==> src/rtl/video_st_source.sv <==
// Avalon-ST video test-pattern source: streams WIDTH x HEIGHT frames of a selectable
// pattern, with an idle gap between frames and a completed-frame counter.
module video_st_source #(
    parameter int          WIDTH       = 320,
    parameter int          HEIGHT      = 240,
    parameter int          FRAME_GAP   = 16,
    parameter logic [23:0] SOLID_COLOR = 24'h0000FF
) (
    input  logic        pixel_clk_clk,
    input  logic        pixel_reset_reset,
    input  logic        enable,
    input  logic [1:0]  pattern,
    output logic [23:0] src_data,
    output logic        src_startofpacket,
    output logic        src_endofpacket,
    output logic        src_valid,
    input  logic        src_ready,
    output logic [15:0] frame_count,
    output logic        busy
);

    // state  | meaning
    // IDLE   | no frame in progress, waiting for enable
    // ACTIVE | presenting beats of the current frame
    // GAP    | FRAME_GAP idle cycles after a frame's last beat
    typedef enum logic [1:0] {
        S_IDLE,
        S_ACTIVE,
        S_GAP
    } state_t;

    localparam logic [11:0] X_LAST   = 12'(WIDTH - 1);
    localparam logic [11:0] Y_LAST   = 12'(HEIGHT - 1);
    localparam logic [8:0]  BAR_LOAD = 9'((WIDTH / 8) - 1);
    localparam logic [15:0] GAP_LOAD = 16'((FRAME_GAP > 0) ? (FRAME_GAP - 1) : 0);
    localparam bit          HAS_GAP  = (FRAME_GAP > 0);

    state_t      state_q, state_d;
    logic [11:0] x_q, x_d;
    logic [11:0] y_q, y_d;
    logic [1:0]  pat_q, pat_d;
    logic [2:0]  bar_idx_q, bar_idx_d;
    logic [8:0]  bar_cnt_q, bar_cnt_d;
    logic [15:0] gap_cnt_q, gap_cnt_d;
    logic [15:0] frame_count_q, frame_count_d;
    logic [23:0] data_q, data_d;
    logic        sop_q, sop_d;
    logic        eop_q, eop_d;
    logic        valid_q, valid_d;
    logic        busy_q, busy_d;

    logic        xfer;
    logic        start_frame;
    logic        advance;
    logic        goto_gap;
    logic        goto_idle;
    logic [11:0] nx;
    logic [11:0] ny;
    logic [2:0]  nbar;
    logic [8:0]  ncnt;

    function automatic logic [23:0] bar_color(input logic [2:0] idx);
        logic [23:0] c;
        case (idx)
            3'd0:    c = 24'hFFFFFF;
            3'd1:    c = 24'hFFFF00;
            3'd2:    c = 24'h00FFFF;
            3'd3:    c = 24'h00FF00;
            3'd4:    c = 24'hFF00FF;
            3'd5:    c = 24'hFF0000;
            3'd6:    c = 24'h0000FF;
            default: c = 24'h000000;
        endcase
        return c;
    endfunction

    // Only the low byte of x and bit 4 of y ever influence the pixel value.
    function automatic logic [23:0] pixel(input logic [1:0] pat, input logic [7:0] xl,
                                          input logic y4, input logic [2:0] bar);
        logic [23:0] p;
        case (pat)
            2'd0:    p = SOLID_COLOR;
            2'd1:    p = bar_color(bar);
            2'd2:    p = {xl, xl, xl};
            default: p = (xl[4] ^ y4) ? 24'hFFFFFF : 24'h000000;
        endcase
        return p;
    endfunction

    assign xfer = valid_q & src_ready;

    // Next raster position and bar tracking for the beat after the current one.
    always_comb begin
        nx   = x_q + 12'd1;
        ny   = y_q;
        nbar = bar_idx_q;
        ncnt = bar_cnt_q - 9'd1;
        if (x_q == X_LAST) begin
            nx   = 12'd0;
            ny   = y_q + 12'd1;
            nbar = 3'd0;
            ncnt = BAR_LOAD;
        end else if (bar_cnt_q == 9'd0) begin
            nbar = (bar_idx_q == 3'd7) ? 3'd7 : bar_idx_q + 3'd1;
            ncnt = BAR_LOAD;
        end
    end

    always_comb begin
        state_d       = state_q;
        x_d           = x_q;
        y_d           = y_q;
        pat_d         = pat_q;
        bar_idx_d     = bar_idx_q;
        bar_cnt_d     = bar_cnt_q;
        gap_cnt_d     = gap_cnt_q;
        frame_count_d = frame_count_q;
        data_d        = data_q;
        sop_d         = sop_q;
        eop_d         = eop_q;
        valid_d       = valid_q;
        busy_d        = busy_q;
        start_frame   = 1'b0;
        advance       = 1'b0;
        goto_gap      = 1'b0;
        goto_idle     = 1'b0;

        case (state_q)
            S_IDLE: begin
                if (enable) start_frame = 1'b1;
            end
            S_ACTIVE: begin
                if (xfer) begin
                    if (eop_q) begin
                        frame_count_d = frame_count_q + 16'd1;
                        if (HAS_GAP)     goto_gap    = 1'b1;
                        else if (enable) start_frame = 1'b1;
                        else             goto_idle   = 1'b1;
                    end else begin
                        advance = 1'b1;
                    end
                end
            end
            S_GAP: begin
                if (gap_cnt_q == 16'd0) begin
                    if (enable) start_frame = 1'b1;
                    else        goto_idle   = 1'b1;
                end else begin
                    gap_cnt_d = gap_cnt_q - 16'd1;
                end
            end
            default: goto_idle = 1'b1;
        endcase

        if (start_frame) begin
            state_d   = S_ACTIVE;
            pat_d     = pattern;
            x_d       = 12'd0;
            y_d       = 12'd0;
            bar_idx_d = 3'd0;
            bar_cnt_d = BAR_LOAD;
            data_d    = pixel(pattern, 8'd0, 1'b0, 3'd0);
            sop_d     = 1'b1;
            eop_d     = 1'b0;
            valid_d   = 1'b1;
            busy_d    = 1'b1;
        end
        if (advance) begin
            x_d       = nx;
            y_d       = ny;
            bar_idx_d = nbar;
            bar_cnt_d = ncnt;
            data_d    = pixel(pat_q, nx[7:0], ny[4], nbar);
            sop_d     = 1'b0;
            eop_d     = (nx == X_LAST) && (ny == Y_LAST);
        end
        if (goto_gap) begin
            state_d   = S_GAP;
            gap_cnt_d = GAP_LOAD;
            sop_d     = 1'b0;
            eop_d     = 1'b0;
            valid_d   = 1'b0;
            busy_d    = 1'b1;
        end
        if (goto_idle) begin
            state_d   = S_IDLE;
            sop_d     = 1'b0;
            eop_d     = 1'b0;
            valid_d   = 1'b0;
            busy_d    = 1'b0;
        end
    end

    always_ff @(posedge pixel_clk_clk) begin
        if (pixel_reset_reset) begin
            state_q       <= S_IDLE;
            x_q           <= 12'd0;
            y_q           <= 12'd0;
            pat_q         <= 2'd0;
            bar_idx_q     <= 3'd0;
            bar_cnt_q     <= 9'd0;
            gap_cnt_q     <= 16'd0;
            frame_count_q <= 16'd0;
            data_q        <= 24'd0;
            sop_q         <= 1'b0;
            eop_q         <= 1'b0;
            valid_q       <= 1'b0;
            busy_q        <= 1'b0;
        end else begin
            state_q       <= state_d;
            x_q           <= x_d;
            y_q           <= y_d;
            pat_q         <= pat_d;
            bar_idx_q     <= bar_idx_d;
            bar_cnt_q     <= bar_cnt_d;
            gap_cnt_q     <= gap_cnt_d;
            frame_count_q <= frame_count_d;
            data_q        <= data_d;
            sop_q         <= sop_d;
            eop_q         <= eop_d;
            valid_q       <= valid_d;
            busy_q        <= busy_d;
        end
    end

    assign src_data          = data_q;
    assign src_startofpacket = sop_q;
    assign src_endofpacket   = eop_q;
    assign src_valid         = valid_q;
    assign frame_count       = frame_count_q;
    assign busy              = busy_q;

endmodule

==> config.mk <==
export PLATFORM = sky130hd
export DESIGN_NAME = video_st_source
export DESIGN_NICKNAME = d
export VERILOG_FILES = /design/src/rtl/video_st_source.sv
export SDC_FILE = /design/constraint.sdc
export NUM_CORES = 1
export LEC_CHECK = 0
export CORE_MARGIN = 10
export CORE_UTILIZATION = 59
export CTS_BUF_LIST = sky130_fd_sc_hd__clkbuf_4 sky130_fd_sc_hd__clkbuf_8
export CTS_CLUSTER_SIZE = 30
export DETAILED_ROUTE_END_ITERATION = 12
export PLACE_DENSITY = 0.86
export SKIP_CTS_REPAIR_TIMING = 1
export SLEW_MARGIN = 20
export SYNTH_ARGS = -nofsm -noshare
export SYNTH_HDL_FRONTEND = slang
export SYNTH_SLANG_ARGS = --single-unit
==> constraint.sdc <==
create_clock -name pixel_clk_clk -period 2.3 [get_ports pixel_clk_clk]
set_input_delay 0.345 -clock pixel_clk_clk [delete_from_list [all_inputs] [get_ports pixel_clk_clk]]
set_output_delay 0.345 -clock pixel_clk_clk [all_outputs]
set_load 0.01 [all_outputs]
# Word-level counts from Yosys, hierarchy flattened
# Index checks and enable logic that the tools add are counted.
[totals]
reg_bits = 99
word_cells = 98
output_inout_bits = 44
inputBits = 6
[op_classes]
n_reduce_logical = 18
add_sub_neg = 6
n_mux = 41
bitwise = 3
n_eq_ne = 16
[ops]
columns = ["cell", "count"]
rows = [
  ["24-bit one-hot mux with 7 select lines", 1],
  ["24-bit 2-to-1 mux", 3],
  ["24-bit one-hot mux with 3 select lines", 1],
  ["12-bit 2-to-1 mux", 5],
  ["24-bit one-hot mux with 2 select lines", 1],
  ["9-bit 2-to-1 mux", 4],
  ["12-bit by 1-bit adder with 12-bit output, second input constant", 2],
  ["12-bit by 9-bit == test with 1-bit output, second input constant", 2],
  ["16-bit by 1-bit adder with 16-bit output, second input constant", 1],
  ["16-bit logical NOT", 1],
  ["16-bit by 1-bit subtractor with 16-bit output, second input constant", 1],
  ["3-bit 2-to-1 mux", 5],
  ["1-bit 2-to-1 mux", 14],
  ["12-bit by 8-bit == test with 1-bit output, second input constant", 1],
  ["3-bit == test, second input constant", 4],
  ["4-bit 2-to-1 mux", 3],
  ["9-bit logical NOT", 1],
  ["9-bit by 1-bit subtractor with 9-bit output, second input constant", 1],
  ["2-bit by 1-bit == test with 1-bit output, second input constant", 3],
  ["3-bit by 2-bit == test with 1-bit output, second input constant", 2],
  ["2-bit logical NOT", 3],
  ["2-bit nonzero test", 3],
  ["2-bit OR reduction", 3],
  ["2-bit == test, second input constant", 2],
  ["other kinds (14)", 17],
]

# Logic depth before layout (Yosys ltp)
# Gate-level depths: netlist (run 1).
[depth]
word_depth = 8
depth_mapped = 10
depth_no_buf = 8

# Worst setup path before layout (run 1)
# Ideal clock, no wire load.
[synth_timing]
path_kind = "register to register"
from = "register bar_cnt_q[1]"
to = "register data_q[23] (netlist: src_data[23])"
setup_ns = 0.086
arrival_time_ns = 1.945
stages_incl_launch_ff = 9
path_buffers = 0
setup_slack_ns = 0.269
t_required_ns = 2.214
synth_period_minus_slack_ns = 2.031
cell_sequence = "dfxtp_1 inv_1 ha_1 nor4b_1 and2_1 mux2_2 a21oi_1 nor3_2 a211oi_1"
[synth_between]
elab_chain_cells = 7
elab_cells_between_ends = 13
classes_between = "eq/ne: 6; mux: 5; reduce/logical: 2"
[synth_lines]
columns = ["element", "line", "text"]
rows = [
  ["start: declaration", "43", "logic [8:0] bar_cnt_q, bar_cnt_d;"],
  ["start signal: assignment", "215", "bar_cnt_q <= bar_cnt_d;"],
  ["9-bit logical NOT (*)", "103", "end else if (bar_cnt_q == 9'd0) begin"],
  ["3-bit 2-to-1 mux (*)", "103", ""],
  ["3-bit 2-to-1 mux (*)", "98", "if (x_q == X_LAST) begin"],
  ["3-bit == test (tied with other cells)", "64", "case (idx)"],
  ["24-bit one-hot mux with 7 select lines (*)", "64", ""],
  ["24-bit one-hot mux with 3 select lines (*)", "81", "case (pat)"],
  ["24-bit 2-to-1 mux (*)", "168", "if (advance) begin"],
  ["end signal: assignment", "218", "data_q <= data_d;"],
  ["end: declaration", "46", "logic [23:0] data_q, data_d;"],
]
# Every way passes the cells marked *; elsewhere a longest branch is shown, timed or not.
# A chain may end at the register's enable or synchronous reset.

# Worst setup path in the final report (run 1)
[layout_timing]
from = "register gap_cnt_q[3]"
to = "register data_q[8] (netlist: src_data[8])"
[layout_between]
elab_chain_cells = 4
[layout_lines]
columns = ["element", "line", "text"]
rows = [
  ["start: declaration", "44", "logic [15:0] gap_cnt_q, gap_cnt_d;"],
  ["start signal: assignment", "216", "gap_cnt_q <= gap_cnt_d;"],
  ["16-bit logical NOT", "145", "if (gap_cnt_q == 16'd0) begin"],
  ["1-bit 2-to-1 mux", "145", ""],
  ["1-bit one-hot mux with 2 select lines", "128", "case (state_q)"],
  ["2-bit nonzero test (no line)", "-", ""],
]
# No other way between the ends.

==> run metrics, run 1 <==
Seq cells post-synth=99; DRC=0; Worst Path Buf+Inv=1; port bufs=49; final worst-path cycle share=96.8%; MaxCap Viol Count=0; min Tclk post-route=2230 ps; Layout area overhead=19.8%; worst skew pair latency=370 ps; Final ANT Viol Nets=0; Slowest-stage cell, CP=nor4_1; fmax=between 0.4 and 0.5 GHz; TritonCTS Buffers=9; DPL Wire Length=9680 um; Final Hold Vio Count=0; PD cells=553 nW/um^2; Clk pin slew, worst setup/hold paths=90 ps; # setup viols final=0; most common cell after layout, fill and taps aside=dfxtp_1; routed length per instance=between 15 and 20 um; area of the core=8590 um^2; crit path DAT=around 2500 ps; H-tree depth=3; Leak=0.00215 uW; ratio of cells with drive above 1 in the final layout=approximately 15%; Least-Margin Pin Slew=669 ps; global-route wire length before repair=23000 um; initial antenna violation count=0; first drt pass iteration count=8; Finished Core Util=71.8%; Clock Skew=15.1 ps; critical path launch point type=flop; Iter 0 DRT Violations=467; ys async rst share=0%; Mapped Avg Cell Area=just over 8 um^2; crit-path leading delay family=simple AND/OR/NAND/NOR gates; Synth Cell Area=5150 um^2; Rows=34; number of synthesized flops with an enable pin=0; initial core utilization=about three fifths; via count=5049; wirelength, routed=13800 um; vias per inst=6.29; CTS tree=yes; vias in the first global route=4742; gpl congestion=0.930; Die ar.=12900 um^2; ANT cells=0; top_reg_cell synth=dfxtp_1; FF-to-FF setup slack=70 ps; Bufs on Longest Clock Path=2; Setup crit end kind=flop; CP max FO=22; Setup CP Type=flop to flop; Syn Inst Count=631; CTS Root Buffer Type=clkbuf_8; most frequent cells in the layout=97 x dfxtp_1, 78 x nor2_1, 63 x a21oi_1; fin. max-slew vios=0; GRT Total Usage=21.0%; Seq/Total Area, Yosys=38.5%; status=complete, no violations; WHS=roughly 410 ps; CP cell instances=nor4_1 > and4_4 > o21ai_4 > and2_1 > buf_12 > a21oi_1 > o22ai_1; maximum ir drop on the vdd rail=349 uV; Yosys warnings=0; Critical Path RT=2550 ps; clk sinks=99; largest net degree at the start of global routing=39; fin nets=704; Ports=50; Hold Path Class=primary input to flop; post-synth cell types=67; grt total ovfl=0; Die Y=113 um; die width=113 um; Slew headroom=54.9%; syn nets=645; CP peak stage delay=~530 ps
worst reg2reg max path: cells and delay by family (launching register included):
family,cells,cell delay [ps]
and+or+nand+nor,3,1150
buffers and inverters,1,170
DFF,1,370
AOI/OAI and AO/OA,3,420
synthesized netlist by cell type (8+ instances only):
cell type	instances	area, um^2
nand2_1	47	176
nor2b_1	10	62.6
or3_1	12	75.1
a21oi_1	68	340
xnor2_1	13	114
xor2_1	19	166
nand3_1	24	120
nor3_2	8	80.1
buf_2	10	50.1
nand4_1	13	81.3
nor2_1	78	293
o21ai_0	27	135
o21ai_1	13	65.1
a211oi_1	19	143
dfxtp_1	99	1980
nor3_1	22	110
clkbuf_1	24	90.1
ha_1	8	100
layout make-up:
| cell class | instances | area [um^2] |
|---|---|---|
| clock buffers | 11 | 145 |
| multi-input cells | 483 | 2990 |
| clock inverters | 5 | 62.6 |
| flip-flops and latches | 99 | 1980 |
| inverters | 8 | 30.0 |
| repair buffers | 89 | 823 |
| fillers | 652 | 2430 |
| well taps | 108 | 135 |
through the flow:
step	std cells	total power, uW	instance area [um^2]	TNS (ps)	setup WS, ps
2_1_floorplan	631	2090	5150	0	269
3_5_place_dp	783	2280	5870	-27.8	-27.5
4_1_cts	799	3410	6080	-185	-53.3
5_1_grt	803	3550	6170	-210	-63.9
6_report	803	3410	6170	0	72.8
3_3_place_gp	783	2260	5870	0	89.4
layer usage:
metal | GRT usage, % | routed length, um | up-vias
li1 | - | - | 2398
met1 | 26.3 | 5830 | 2383
met2 | 35.5 | 6670 | 237
met3 | 4.51 | 1100 | 31
met4 | 6.09 | 235 | 0
met5 | 0 | 0 | -
sequential cells by signal, summed over array words and instances (netlist names), 2 cells and up:
register	flops
src_data	24
frame_count	16
gap_cnt_q	16
x_q	12
y_q	12
bar_cnt_q	9
bar_idx_q	3
pat_q	2
state_q	2
path summary, 6_finish.rpt:
check               startpoint             end  cells after the start
max               gap_cnt_q[3]     src_data[8]                      7
min          pixel_reset_reset  frame_count[8]                      2
min reg2reg               busy            busy                      2
max reg2reg       gap_cnt_q[3]     src_data[8]                      7
kinds of logic after synthesis:
kind of cell / Yosys count / share of synthesized area [%]
AOI/OAI and AO/OA: 168 / 19.8
xor gates and xnor gates: 32 / 5.45
adders and majority gates: 8 / 1.95
buffers and inverters: 49 / 4.55
DFF: 99 / 38.5
muxes: 3 / 0.632
and+or+nand+nor: 272 / 29.1
where the power goes:
| part | total (uW) | switching, uW | internal, uW |
|---|---|---|---|
| Clock | 1170 | 617 | 549 |
| Combinational | 451 | 252 | 199 |
| Sequential | 1800 | 32.9 | 1760 |
| Total | 3410 | 901 | 2510 |
No activity file was read; power rests on OpenSTA's default activity.
==> run 2: changes to the inputs <==
Settings changed: SETUP_SLACK_MARGIN from default to 0.02.
==> run metrics, run 2 (same netlist as run 1, synthesis figures left out) <==
Hold Crit Start=pixel_reset_reset; Clk pin slew, worst setup/hold paths=100 ps (about the same); CP max FO=7 (-68%); Int Pwr=2510 uW (about the same); Slowest-stage cell, CP=and4b_2; Clock Skew=16.3 ps (+1.20 ps); Critical Path Source=x_q[0]; via count=5001 (-0.95%); GRT Total Usage=21.0% (unchanged); most frequent cells in the layout=97 x dfxtp_1, 78 x nor2_1, 65 x a21oi_1; Sw Ratio=26.4% (-0.057 points); Least-Margin Pin Slew=659 ps (-9.97 ps); PD cells=551 nW/um^2 (-0.42%); Clock power frac=34.1% (about the same); CTS tree=yes; ANT cells=0 (unchanged); Hold Path Cell Cnt=2 (unchanged); Setup crit end kind=flop; crit path DAT=2410 ps (-60 ps); initial core utilization=59.9% (unchanged); Die ar.=12900 um^2 (unchanged); Leak=0.00218 uW (+1.3%); final worst-path cycle share=94.8% (-2.1 points); Filler Cell Count=641 (-1.7%); global-route wire length before repair=23000 um (unchanged); grt total ovfl=0 (unchanged); status=complete, no violations; RSZ-0062 raised after global routing=yes; Reg2Reg Depth=8 (+1); worst skew pair latency=370 ps (about the same); FF-to-FF setup slack=120 ps (+50 ps); Hold Path End=frame_count[8]; fmax=0.459 GHz (+2.2%); initial antenna violation count=0 (unchanged); min Tclk post-route=2180 ps (-47.9 ps); wirelength, routed=13800 um (about the same); ratio of cells with drive above 1 in the final layout=14.9% (+0.27 points); Layout area overhead=20.3%; Finished Core Util=72.0% (+0.28 points); DRC=0 (unchanged); clk sinks=99 (unchanged); Hold Path Class=primary input to flop; largest net degree at the start of global routing=39 (unchanged); routed length per instance=17.2 um (-0.21%); Rows=34 (unchanged); Die Y=113 um (unchanged); die width=113 um (unchanged); Final ANT Viol Nets=0 (unchanged); H-tree depth=3 (unchanged); vias per inst=6.22 (-1.1%); port bufs=49 (unchanged); DPL Wire Length=9680 um (unchanged); MaxCap Viol Count=0 (unchanged); Sequential Power Share=52.7% (about the same); CP cell instances=ha_1 > nand2_1 > and4b_2 > a22o_1 > nor3_4 > buf_4 > nor3_2 > a211oi_1; area of the core=8590 um^2 (unchanged); most common cell after layout, fill and taps aside=dfxtp_1; TritonCTS Buffers=9 (unchanged); RR Startpoint=x_q[0]; first drt pass iteration count=5 (-3); crit-path leading delay family=simple AND/OR/NAND/NOR gates; critical path launch point type=flop; CP peak stage delay=380 ps (-150 ps); max reg flops=24 (unchanged); gpl congestion=0.930 (unchanged); Iter 0 DRT Violations=526 (+13%); maximum ir drop on the vdd rail=348 uV (-0.20%); Final Hold Vio Count=0 (unchanged); Ports=50 (unchanged); vias in the first global route=4742 (unchanged); Slew headroom=55.6% (+0.67 points); # setup viols final=0 (unchanged); Critical Path RT=2530 ps (-20 ps); CTS Root Buffer Type=clkbuf_8; fin. max-slew vios=0 (unchanged); Bufs on Longest Clock Path=2 (unchanged); Comb power frac=13.2% (about the same); fin nets=705 (+0.14%); Net Switching=899 uW (-0.25%); Worst Path Buf+Inv=1 (unchanged); Setup CP Type=flop to flop; worst r2r dst=src_data[23]; WHS=414 ps (+4.13 ps)
## run 2: worst max path at each step
stage,to,cells past startpoint
after global routing,src_data[20],8
after global placement,src_data[2],7
final,src_data[23],8
after floorplan,src_data[23],8
after detailed placement,src_data[23],8
after CTS,src_data[23],8
## run 2: cell type report
type,instances,area (um^2),share of cell area [%]
clock buffer,11,145,2.34
clock inverter,5,62.6,1.01
inverter,8,30.0,0.485
timing repair buffer,90,831,13.4
tap,108,135,2.18
multi-input combinational,483,3000,48.5
sequential,99,1980,32.1
## run 2: power groups by stage
stage / registers (uW) / clock network, uW / logic (uW)
after floorplan: 1850 / 0 / 237
after global placement: 1830 / 0 / 428
after detailed placement: 1840 / 0 / 441
after CTS: 1800 / 1170 / 444
after global routing: 1800 / 1260 / 488
final: 1800 / 1160 / 451
## run 2: per-stage QoR
step	TNS [ps]	power (uW)	setup slack, ps	area (um^2)	std cells
floorplan	0	2090	269	5150	631
global placement	0	2260	89.4	5870	783
detailed placement	-27.8	2280	-27.5	5870	783
CTS	-185	3410	-53.3	6080	799
global route	0	3550	8.69	6190	804
finish	0	3410	121	6190	804
## run 2: metal layers
layer,routed length (um),part of all wire (%),global-route usage [%]
met3,1020,7.4,4.51
met1,5840,42,26.3
met4,196,1.4,6.09
met5,0,0,0
met2,6760,49,35.5
==> run 3: changes to the inputs <==
Settings changed: CORE_UTILIZATION 59 to 40, PLACE_DENSITY 0.86 to 0.63.
==> run metrics, run 3 (same netlist as run 1, synthesis figures left out) <==
Slowest-stage cell, CP=o21ai_0; Hold Crit Start=pixel_reset_reset; Critical Path RT=2570 ps (+40 ps); Slew headroom=53.0% (-2.6 points); RR Startpoint=x_q[3]; initial antenna violation count=0 (unchanged); Iter 0 DRT Violations=469 (-11%); Worst Path Buf+Inv=0 (-1); TritonCTS Buffers=9 (unchanged); Hold Path Cell Cnt=2 (unchanged); Setup CP Type=flop to flop; CP peak stage delay=570 ps (+190 ps); CP max FO=8 (+1); Final Hold Vio Count=0 (unchanged); port bufs=49 (unchanged); vias in the first global route=4623 (-2.5%); die width=133 um (+18%); clk sinks=99 (unchanged); wirelength, routed=13500 um (-2.3%); CTS Root Buffer Type=clkbuf_8; gpl congestion=0.893 (-4.1%); Leak=0.00215 uW (-1.1%); DPL Wire Length=9890 um (+2.1%); dpl cell area=5980 um^2 (+1.8%); ANT cells=0 (unchanged); RSZ-0062 raised after global routing=yes; CP cell instances=nand3_1 > o21a_1 > o21ai_0 > nand2_1 > nor3_1 > nor3_2; Least-Margin Pin Slew=698 ps (+39.2 ps); maximum ir drop on the vdd rail=231 uV (-33%); DRC=0 (unchanged); FF-to-FF setup slack=160 ps (+40 ps); critical path launch point type=flop; Reg2Reg Depth=6 (-2); Clk pin slew, worst setup/hold paths=90 ps (about the same); Bufs on Longest Clock Path=2 (unchanged); grt total ovfl=0 (unchanged); Hold Path End=frame_count[3]; crit path DAT=2410 ps (about the same); Final ANT Viol Nets=0 (unchanged); PD cells=524 nW/um^2 (-4.8%); Clock Skew=11.1 ps (-5.23 ps); min Tclk post-route=2140 ps (-35.6 ps); Ports=50 (unchanged); largest net degree at the start of global routing=35 (-10%); Hold Path Class=primary input to flop; fin. max-slew vios=0 (unchanged); routed length per instance=15.6 um (-9.2%); WHS=451 ps (+36.9 ps); first drt pass iteration count=6 (+1); setup TNS=0 ps (unchanged); worst skew pair latency=380 ps (about the same); vias per inst=5.57 (-10%); Die Y=133 um (+18%); worst r2r dst=src_data[15]; fmax=0.466 GHz (+1.7%); fin nets=706 (+0.14%); H-tree depth=3 (unchanged); Layout area overhead=20.9%; MaxCap Viol Count=0 (unchanged); initial core utilization=40.8% (-19 points); ratio of cells with drive above 1 in the final layout=13.9% (-1.1 points); Rows=41 (+21%); # setup viols final=0 (unchanged); GRT Total Usage=15.2% (-5.8 points); status=complete, no violations; Die ar.=17800 um^2 (+38%); most common cell after layout, fill and taps aside=dfxtp_1; final worst-path cycle share=93.2% (-1.5 points); most frequent cells in the layout=99 x dfxtp_1, 78 x nor2_1, 66 x a21oi_1; CTS tree=yes; max reg flops=24 (unchanged); Finished Core Util=49.3% (-23 points); final instance area=6220 um^2 (+0.46%); Setup crit end kind=flop; crit-path leading delay family=compound AO/OA/AOI/OAI gates; area of the core=12600 um^2 (+47%); global-route wire length before repair=22700 um (-1.3%); via count=4817 (-3.7%)
run 3: area by class of cell:
type | instances | area [um^2]
fill | 1259 | 6400
tap | 172 | 215
multi-input combinational | 483 | 3010
clock buffer | 12 | 159
timing repair buffer | 91 | 826
inverter | 8 | 30.0
sequential | 99 | 1980
run 3: worst reg2reg max path: stages, from the launching register on:
cell and delay [ps]:
dfxtp_1 470, nand3_1 280, o21a_1 260, o21ai_0 570, nand2_1 120, nor3_1 270, nor3_2 70
run 3: how the worst max path moves through the flow:
stage,slack (ps),to,cells past startpoint,from
5_1_grt,20,y_q[3],9,gap_cnt_q[0]
2_1_floorplan,270,src_data[23],8,bar_cnt_q[1]
3_3_place_gp,80,src_data[2],7,src_ready
3_5_place_dp,-0.6,src_data[2],8,src_ready
6_report,160,src_data[15],6,x_q[3]
4_1_cts,-10,src_data[14],8,bar_cnt_q[0]
run 3: stage by stage:
| stage | power [uW] | setup WS, ps | instances |
|---|---|---|---|
| after floorplan | 2090 | 269 | 631 |
| after global placement | 2260 | 75.5 | 852 |
| after detailed placement | 2270 | -0.618 | 852 |
| after CTS | 3270 | -12.1 | 864 |
| after global routing | 3400 | 16.2 | 865 |
| final | 3260 | 156 | 865 |
run 3: report_power, final:
part	total, uW	internal (uW)	switching [uW]	leakage, uW
sequential	1800	1760	40.5	0.000804
clock	1030	442	583	0.0000837
combinational	432	194	238	0.00127
run 3: routing by layer:
layer	GRT usage (%)	routed length, um	up-vias
li1	-	-	2389
met1	19.5	6320	2296
met2	23.8	6180	116
met3	4.44	815	16
met4	5.20	184	0
met5	0	0	-
